**src/rtl/imem_loader.sv**
```systemverilog
`default_nettype none
// ============================================================================
//  Module      : imem_loader
//  Description : Boot-time loader that turns a length-prefixed byte stream
//                into little-endian 32-bit imem writes and holds the core in
//                reset until a complete image has been written.
//  Revision    : 1.0
// ============================================================================
module imem_loader #(
    parameter int          DEPTH_WORDS = 256,
    parameter logic [31:0] BASE_ADDR   = 32'h0,
    parameter int          TIMEOUT     = 1000000
) (
    input  logic        clk,
    input  logic        rst,
    input  logic        start,
    input  logic        in_valid,
    input  logic [7:0]  in_data,
    output logic        in_ready,
    output logic        imem_we,
    output logic [31:0] imem_addr,
    output logic [31:0] imem_wdata,
    output logic        core_rst,
    output logic        done,
    output logic        error
);

    localparam int IDX_W = $clog2(DEPTH_WORDS + 1);
    // The timer never needs to hold more than TIMEOUT-1.
    localparam int TMR_W = (TIMEOUT > 1) ? $clog2(TIMEOUT) : 1;

    localparam logic [TMR_W-1:0] C_TMO_LAST = TMR_W'(TIMEOUT - 1);
    localparam logic [31:0]      C_DEPTH    = 32'(DEPTH_WORDS);

    typedef enum logic [2:0] {
        S_LEN_LO = 3'd0,
        S_LEN_HI = 3'd1,
        S_DATA   = 3'd2,
        S_WRITE  = 3'd3,
        S_DONE   = 3'd4,
        S_ERR    = 3'd5
    } state_t;

    state_t             r_state;
    state_t             w_next;
    logic [15:0]        r_len;
    logic [IDX_W-1:0]   r_word_idx;
    logic [1:0]         r_byte_cnt;
    logic [TMR_W-1:0]   r_timer;
    logic [31:0]        r_wdata;

    logic               w_accept;
    logic [15:0]        w_len;
    logic               w_len_too_big;
    logic               w_timeout;
    logic               w_last;

    assign w_accept      = in_valid && in_ready;
    assign w_len         = {in_data, r_len[7:0]};
    assign w_len_too_big = {16'd0, w_len} > C_DEPTH;
    // A byte arriving on the final idle cycle still counts as on time.
    assign w_timeout     = (r_timer == C_TMO_LAST) && !w_accept;
    assign w_last        = (32'(r_word_idx) + 32'd1) == {16'd0, r_len};

    always_ff @(posedge clk or posedge rst) begin
        if (rst) begin
            r_state <= S_LEN_LO;
        end else begin
            r_state <= w_next;
        end
    end

    always_comb begin
        w_next   = r_state;
        in_ready = 1'b0;
        case (r_state)
            S_LEN_LO: begin
                in_ready = 1'b1;
                if (w_accept) begin
                    w_next = S_LEN_HI;
                end
            end
            S_LEN_HI: begin
                in_ready = 1'b1;
                if (w_accept) begin
                    if (w_len == 16'd0) begin
                        w_next = S_DONE;
                    end else if (w_len_too_big) begin
                        w_next = S_ERR;
                    end else begin
                        w_next = S_DATA;
                    end
                end else if (w_timeout) begin
                    w_next = S_ERR;
                end
            end
            S_DATA: begin
                in_ready = 1'b1;
                if (w_accept) begin
                    if (r_byte_cnt == 2'd3) begin
                        w_next = S_WRITE;
                    end
                end else if (w_timeout) begin
                    w_next = S_ERR;
                end
            end
            S_WRITE: begin
                w_next = w_last ? S_DONE : S_DATA;
            end
            S_DONE, S_ERR: begin
                if (start) begin
                    w_next = S_LEN_LO;
                end
            end
            default: begin
                w_next = S_LEN_LO;
            end
        endcase
    end

    always_ff @(posedge clk or posedge rst) begin
        if (rst) begin
            r_len      <= 16'd0;
            r_word_idx <= '0;
            r_byte_cnt <= 2'd0;
            r_timer    <= '0;
            r_wdata    <= 32'd0;
        end else begin
            if (w_accept) begin
                r_timer <= '0;
            end else if ((r_state == S_LEN_HI) || (r_state == S_DATA)) begin
                r_timer <= r_timer + TMR_W'(1);
            end

            case (r_state)
                S_LEN_LO: begin
                    if (w_accept) begin
                        r_len[7:0] <= in_data;
                    end
                end
                S_LEN_HI: begin
                    if (w_accept) begin
                        r_len[15:8] <= in_data;
                    end
                end
                S_DATA: begin
                    if (w_accept) begin
                        r_wdata[{r_byte_cnt, 3'b000} +: 8] <= in_data;
                        r_byte_cnt <= r_byte_cnt + 2'd1;
                    end
                end
                S_WRITE: begin
                    r_word_idx <= r_word_idx + IDX_W'(1);
                end
                S_DONE, S_ERR: begin
                    if (start) begin
                        r_word_idx <= '0;
                        r_byte_cnt <= 2'd0;
                        r_timer    <= '0;
                    end
                end
                default: begin
                end
            endcase
        end
    end

    assign imem_we    = (r_state == S_WRITE);
    assign imem_addr  = BASE_ADDR + (32'(r_word_idx) << 2);
    assign imem_wdata = r_wdata;
    assign core_rst   = (r_state != S_DONE);
    assign done       = (r_state == S_DONE);
    assign error      = (r_state == S_ERR);

endmodule
`default_nettype wire

```
**config.mk**
```make
export PLATFORM = sky130hd
export DESIGN_NAME = imem_loader
export DESIGN_NICKNAME = d
export VERILOG_FILES = /design/src/rtl/imem_loader.sv
export SDC_FILE = /design/constraint.sdc
export NUM_CORES = 1
export LEC_CHECK = 0
export CORE_ASPECT_RATIO = 1.2
export CORE_MARGIN = 2
export CORE_UTILIZATION = 35
export CTS_CLUSTER_SIZE = 30
export DETAILED_ROUTE_END_ITERATION = 10
export SKIP_LAST_GASP = 1
export SLEW_MARGIN = 10
export SYNTH_ARGS = -nofsm -noshare
export SYNTH_HDL_FRONTEND = slang
export SYNTH_SLANG_ARGS = --single-unit
```
**constraint.sdc**
```tcl
create_clock -name clk -period 7.15 [get_ports clk]
set_input_delay 0.715 -clock clk [delete_from_list [all_inputs] [get_ports clk]]
set_output_delay 0.715 -clock clk [all_outputs]
set_load 0.05 [all_outputs]
```
-- After elaboration in Yosys (flattened, before gate mapping)
Cells that the tools add are included.
W data, S select, Z words.
- flip-flop bits (word level): 82
- bits in latches: 0
- memory bits (writable): 0
- memory bits (read-only): 0
- input bits: 12
- output and inout bits: 69
- word-level logic and storage cells: 65
- memories: 0
- add/sub/neg operators: 5
- $mul: 0
- div/mod/pow operators: 0
- $lt $le $gt $ge: 1
- eq/ne operators: 13
- shift operators: 2
- multiplexer cells: 21
- bitwise logic cells: 0
- reduce and logical (&&, ||, !) cells: 16
- operators with widths (cell ; count):
    $mux W20 ; 4
    $bwmux W32 ; 1
    $shift A8 B7 Y32 const A ; 1
    $shiftx A8 B7 Y32 ; 1
    $mux W3 ; 9
    $add A20 B1 Y20 const B ; 1
    $eq A20 B20 Y1 const B ; 1
    $pmux W9 S2 ; 1
    $eq A10 B16 Y1 ; 1
    $gt A16 B9 Y1 const B ; 1
    $logic_not A16 Y1 ; 1
    $pmux W3 S5 ; 1
    $add A9 B1 Y10 const B ; 1
    $add A9 B1 Y9 const B ; 1
    $mux W9 ; 1
    $reduce_and A2 Y1 ; 4
    $neg A5 Y7 ; 1
    $eq A3 B2 Y1 const B ; 2
    $eq A3 B3 Y1 const B ; 2
    $ne A2 B2 Y1 const B ; 3
    $ne A3 B3 Y1 const B ; 2
    $reduce_and A3 Y1 ; 2
    $mux W2 ; 2
    $pmux W2 S2 ; 1
    11 further kinds ; 13

-- Longest topological paths before layout
- depth after elaboration: 9
- depth in mapped cells: 8
- gate-level depth less buffers: 7

-- Least setup slack after synthesis
Ideal clock, no wire load.
- path kind: flip-flop to output port
- start point: reg r_state[2]
- end point: out done
- arrival: 1624 ps
- data required time: 6435 ps
- slack: 4811 ps
- stages on the path, launching flop included: 5
- buffers on the path: 1
- cell sequence: dfrtp_1 clkbuf_1 inv_1 or3_1 inv_1
- longest elaborated chain between the ends: 1
- RTL lines (element ; RTL line ; text):
    from (decl) ; 44 ; state_t r_state;
    from (signal assigned) ; 69 ; r_state <= w_next;
    $eq A3 B3 Y1 ; 172 ; assign done = (r_state == S_DONE);
    to (decl) ; 24 ; output logic done,
Every way passes these cells.

-- Final worst setup path
- start point: reg r_state[1]
- end point: out imem_we
- longest elaborated chain between the ends: 1
- RTL lines (element ; RTL line ; text):
    $eq A3 B2 Y1 ; 168 ; assign imem_we = (r_state == S_WRITE);
    to (decl) ; 20 ; output logic imem_we,
Every way passes these cells.

==> metrics.md <==
| Metric | Value |
|---|---|
| Top Ports | 81 |
| Die area | about 13000 µm² |
| Post-DP HPWL | a little under 7 mm |
| Bufs and invs on worst path | 3 |
| Commonest non-fill, non-tap cells in the layout | nand2_1 (92), dfrtp_1 (82), clkdlybuf4s50_1 (57), o21ai_0 (52), nor2_1 (31) |
| Post-cts resize count | 0 |
| RSZ-0062 raised after global routing | no |
| Detailed Routing Iterations Pass 1 | 4 |
| Post-synth EDFFs | 0 |
| Post-Route Skew | about 0.0066 ns |
| CP Launch Point | r_state[1] |
| Setup slack, reg-to-reg | ~4.8 ns |
| Commonest non-fill, non-tap cell in the layout | nand2_1 |
| Worst hold path startpoint | imem_wdata[0] |
| Seq. cell area | between 2000 and 2500 µm² |
| Distinct cell type count after synthesis | 49 |
| Async set or reset register ratio after synthesis | between 90% and 100% |
| CP max stage cell | clkdlybuf4s50_1 |
| H-Tree Depth | 3 |
| Mean Syn Cell Area | a little over 9 µm² |
| CTS buffer count | 9 |
| F_max | around 310 MHz |
| Fin Setup TNS | 0 ns |
| Seq/Total Area, Yosys | 48.8% |
| Cells after Synth | 455 |
| Clock transition at path regs | around 0.06 ns |
| Worst hold path class | flip-flop to flip-flop |
| Clock tree buffer depth | 2 |
| Synth warnings | 0 |
| Die width | roughly 100 µm |
| # rows | between 40 and 50 |
| CP Class | flip-flop to output pin |
| DRT iter0 DRCs | ~110 |
| Rel. slew slack | between 20% and 30% |
| Number of clock sinks | between 80 and 90 |
| Largest net degree at the start of global routing | between 80 and 90 |
| R2r startpoint | r_word_idx[0] |
| Global route overflow | 0 |
| Global-route wire length before repair | between 15 and 20 mm |
| Root Buffer | clkbuf_16 |
| Power Dens Cells | 263 nW/µm² |
| Starting Density | 36.2% |
| Top delay family on crit path | buffers and inverters |
| Nets | roughly 530 |
| Wire length per cell | 14.5 µm |
| R2R depth | 7 |
| Vias in the first global route | 3233 |
| IO Port Bufs | 57 |
| Max VDD drop | 0.000139 V |
| Remaining DRCs | 0 |
| Core area | 11600 µm² |
| Total Power | 1.35 mW |
| Area of the multi-input gates | around 2000 µm² |
| Setup bufs post-CTS | 0 |
| Placer Congestion | ~0.83 |
| CP Data Required Time | 6.43 ns |
| Initial antenna violation count | 0 |
| Endpoints failing setup | 0 |
| Ratio of cells with drive above 1 in the final layout | just under 8% |
| Synth Register Bits | approximately 80 |
| Worst path max stage delay | 0.84 ns |
| Total Routing Usage GR | 15.9% |
| WHS | about 0.48 ns |
| Worst hold path stage count | 2 |
| Clk Latency, worst-skew pair | approximately 0.34 ns |
| FF-to-FF End | r_state[1] |
| Worst Max-Slew Pin Slew | approximately 1.1 ns |
| Main flop type after synthesis | dfrtp_1 |
| Via/cell ratio | just under 5 |
| Synth-to-layout area growth | 22.1% |
| Crit path launch type | flip-flop |
| Critical Path AT | approximately 2.5 ns |
| Outcome | finished, final reports clean |
| Fillers | approximately 1200 |
| Cts hold-fix bufs | 0 |
| Leakage | between 2 and 2.5 nW |
| CTS tree | built |
| Final WL | 9.74 mm |
| Antenna diode count | 0 |
| Final critical-path required period | roughly 3.2 ns |
| Worst Slack Setup Final | about 4 ns |
| Routed via count | 3310 |
| Final period utilization | between 40% and 50% |
| Die Height | between 100 and 150 µm |
| Hold EP | imem_wdata[0] |
| Largest fanout on the critical path | 10 |
| Final hold vios | 0 |
| Antenna Nets Post-Route | 0 |
| CP cell instances | inv_2, nor2_1, nand2_1, clkinv_1, clkdlybuf4s50_1 |
| CP endpoint kind | output pin |
| Final Max Slew Viols | 0 |
| Post-Place Setup Slack | 4.29 ns |
| Max-cap violations | 0 |
| Mapped Area | between 4000 and 5000 µm² |
[tightest hold or removal path: cells and delay by family, from the launching register on]
kind | cells | cell delay (ns)
AOI/OAI and AO/OA | 1 | 0.06
DFF | 1 | 0.34
and+or+nand+nor | 1 | 0.04
[layer usage]
layer  vias to the layer above  track usage, %  share of wire, %
met4                         0            5.91               1.4
met2                        77            27.3                49
met1                      1589            19.6                46
met3                         9            3.82               3.6
met5                         -               0                 0
li1                       1635               -                 -
[how the worst max path moves through the flow]
| stage | to | slack (ns) | cells past startpoint |
|---|---|---|---|
| 5_1_grt | imem_we | 3.72 | 5 |
| 2_1_floorplan | imem_wdata[0] | 4.33 | 1 |
| 6_report | imem_we | 3.91 | 5 |
| 3_5_place_dp | imem_we | 4.29 | 5 |
| 4_1_cts | imem_we | 3.91 | 5 |
| 3_3_place_gp | imem_we | 4.34 | 5 |
[Yosys cell counts (9+ instances only)]
cell type	instances	area, µm²
nor2_1	31	116
dfrtp_1	82	2050
a21oi_1	12	60.1
or3_1	9	56.3
nand3_1	13	65.1
o21ai_0	52	260
buf_4	23	173
mux2_2	16	180
inv_1	10	37.5
nand2_1	92	345
xor2_1	11	96.3
xnor2_1	14	123
nand4_1	9	56.3
clkbuf_1	10	37.5
[area by class of cell]
type	instances	share of cell area, %
clock buffers	11	4.92
clock inverters	5	0.755
inverters	12	0.877
multi-input cells	347	38.3
flip-flops and latches	82	40.0
well taps	157	3.83
repair buffers	59	11.4
[cells by family after synthesis]
logic type               Yosys count  share of synthesized area, %
AND/OR/NAND/NOR                  192                          21.5
AO/OA/AOI/OAI                     82                          11.1
flip-flops                        82                          48.8
buffers and inverters             48                          6.43
XOR/XNOR                          25                          5.21
multiplexers                      17                          4.52
adder cells (fa/ha/maj)            8                          2.38
other                              1                        0.0892
[flip-flops by register name (all words and copies together) (netlist names)]
name and count:
imem_wdata 32, r_byte_cnt 2, r_len 16, r_state 3, r_timer 20, r_word_idx 9
[per-stage QoR]
stage,std cells,util (%),area [µm²]
3_3_place_gp,657,41.7,4840
3_5_place_dp,657,41.7,4840
5_1_grt,673,44.2,5130
6_report,673,44.2,5130
2_1_floorplan,477,-,4290
4_1_cts,673,44.2,5130
[power breakdown]
group	internal [mW]	total [mW]	leakage [nW]	switching [mW]
clock network	0.255	0.443	0.130	0.189
registers	0.523	0.585	1.10	0.0626
logic	0.132	0.321	0.866	0.189
total	0.909	1.35	2.10	0.440
Power figures use the tool's default switching activity.
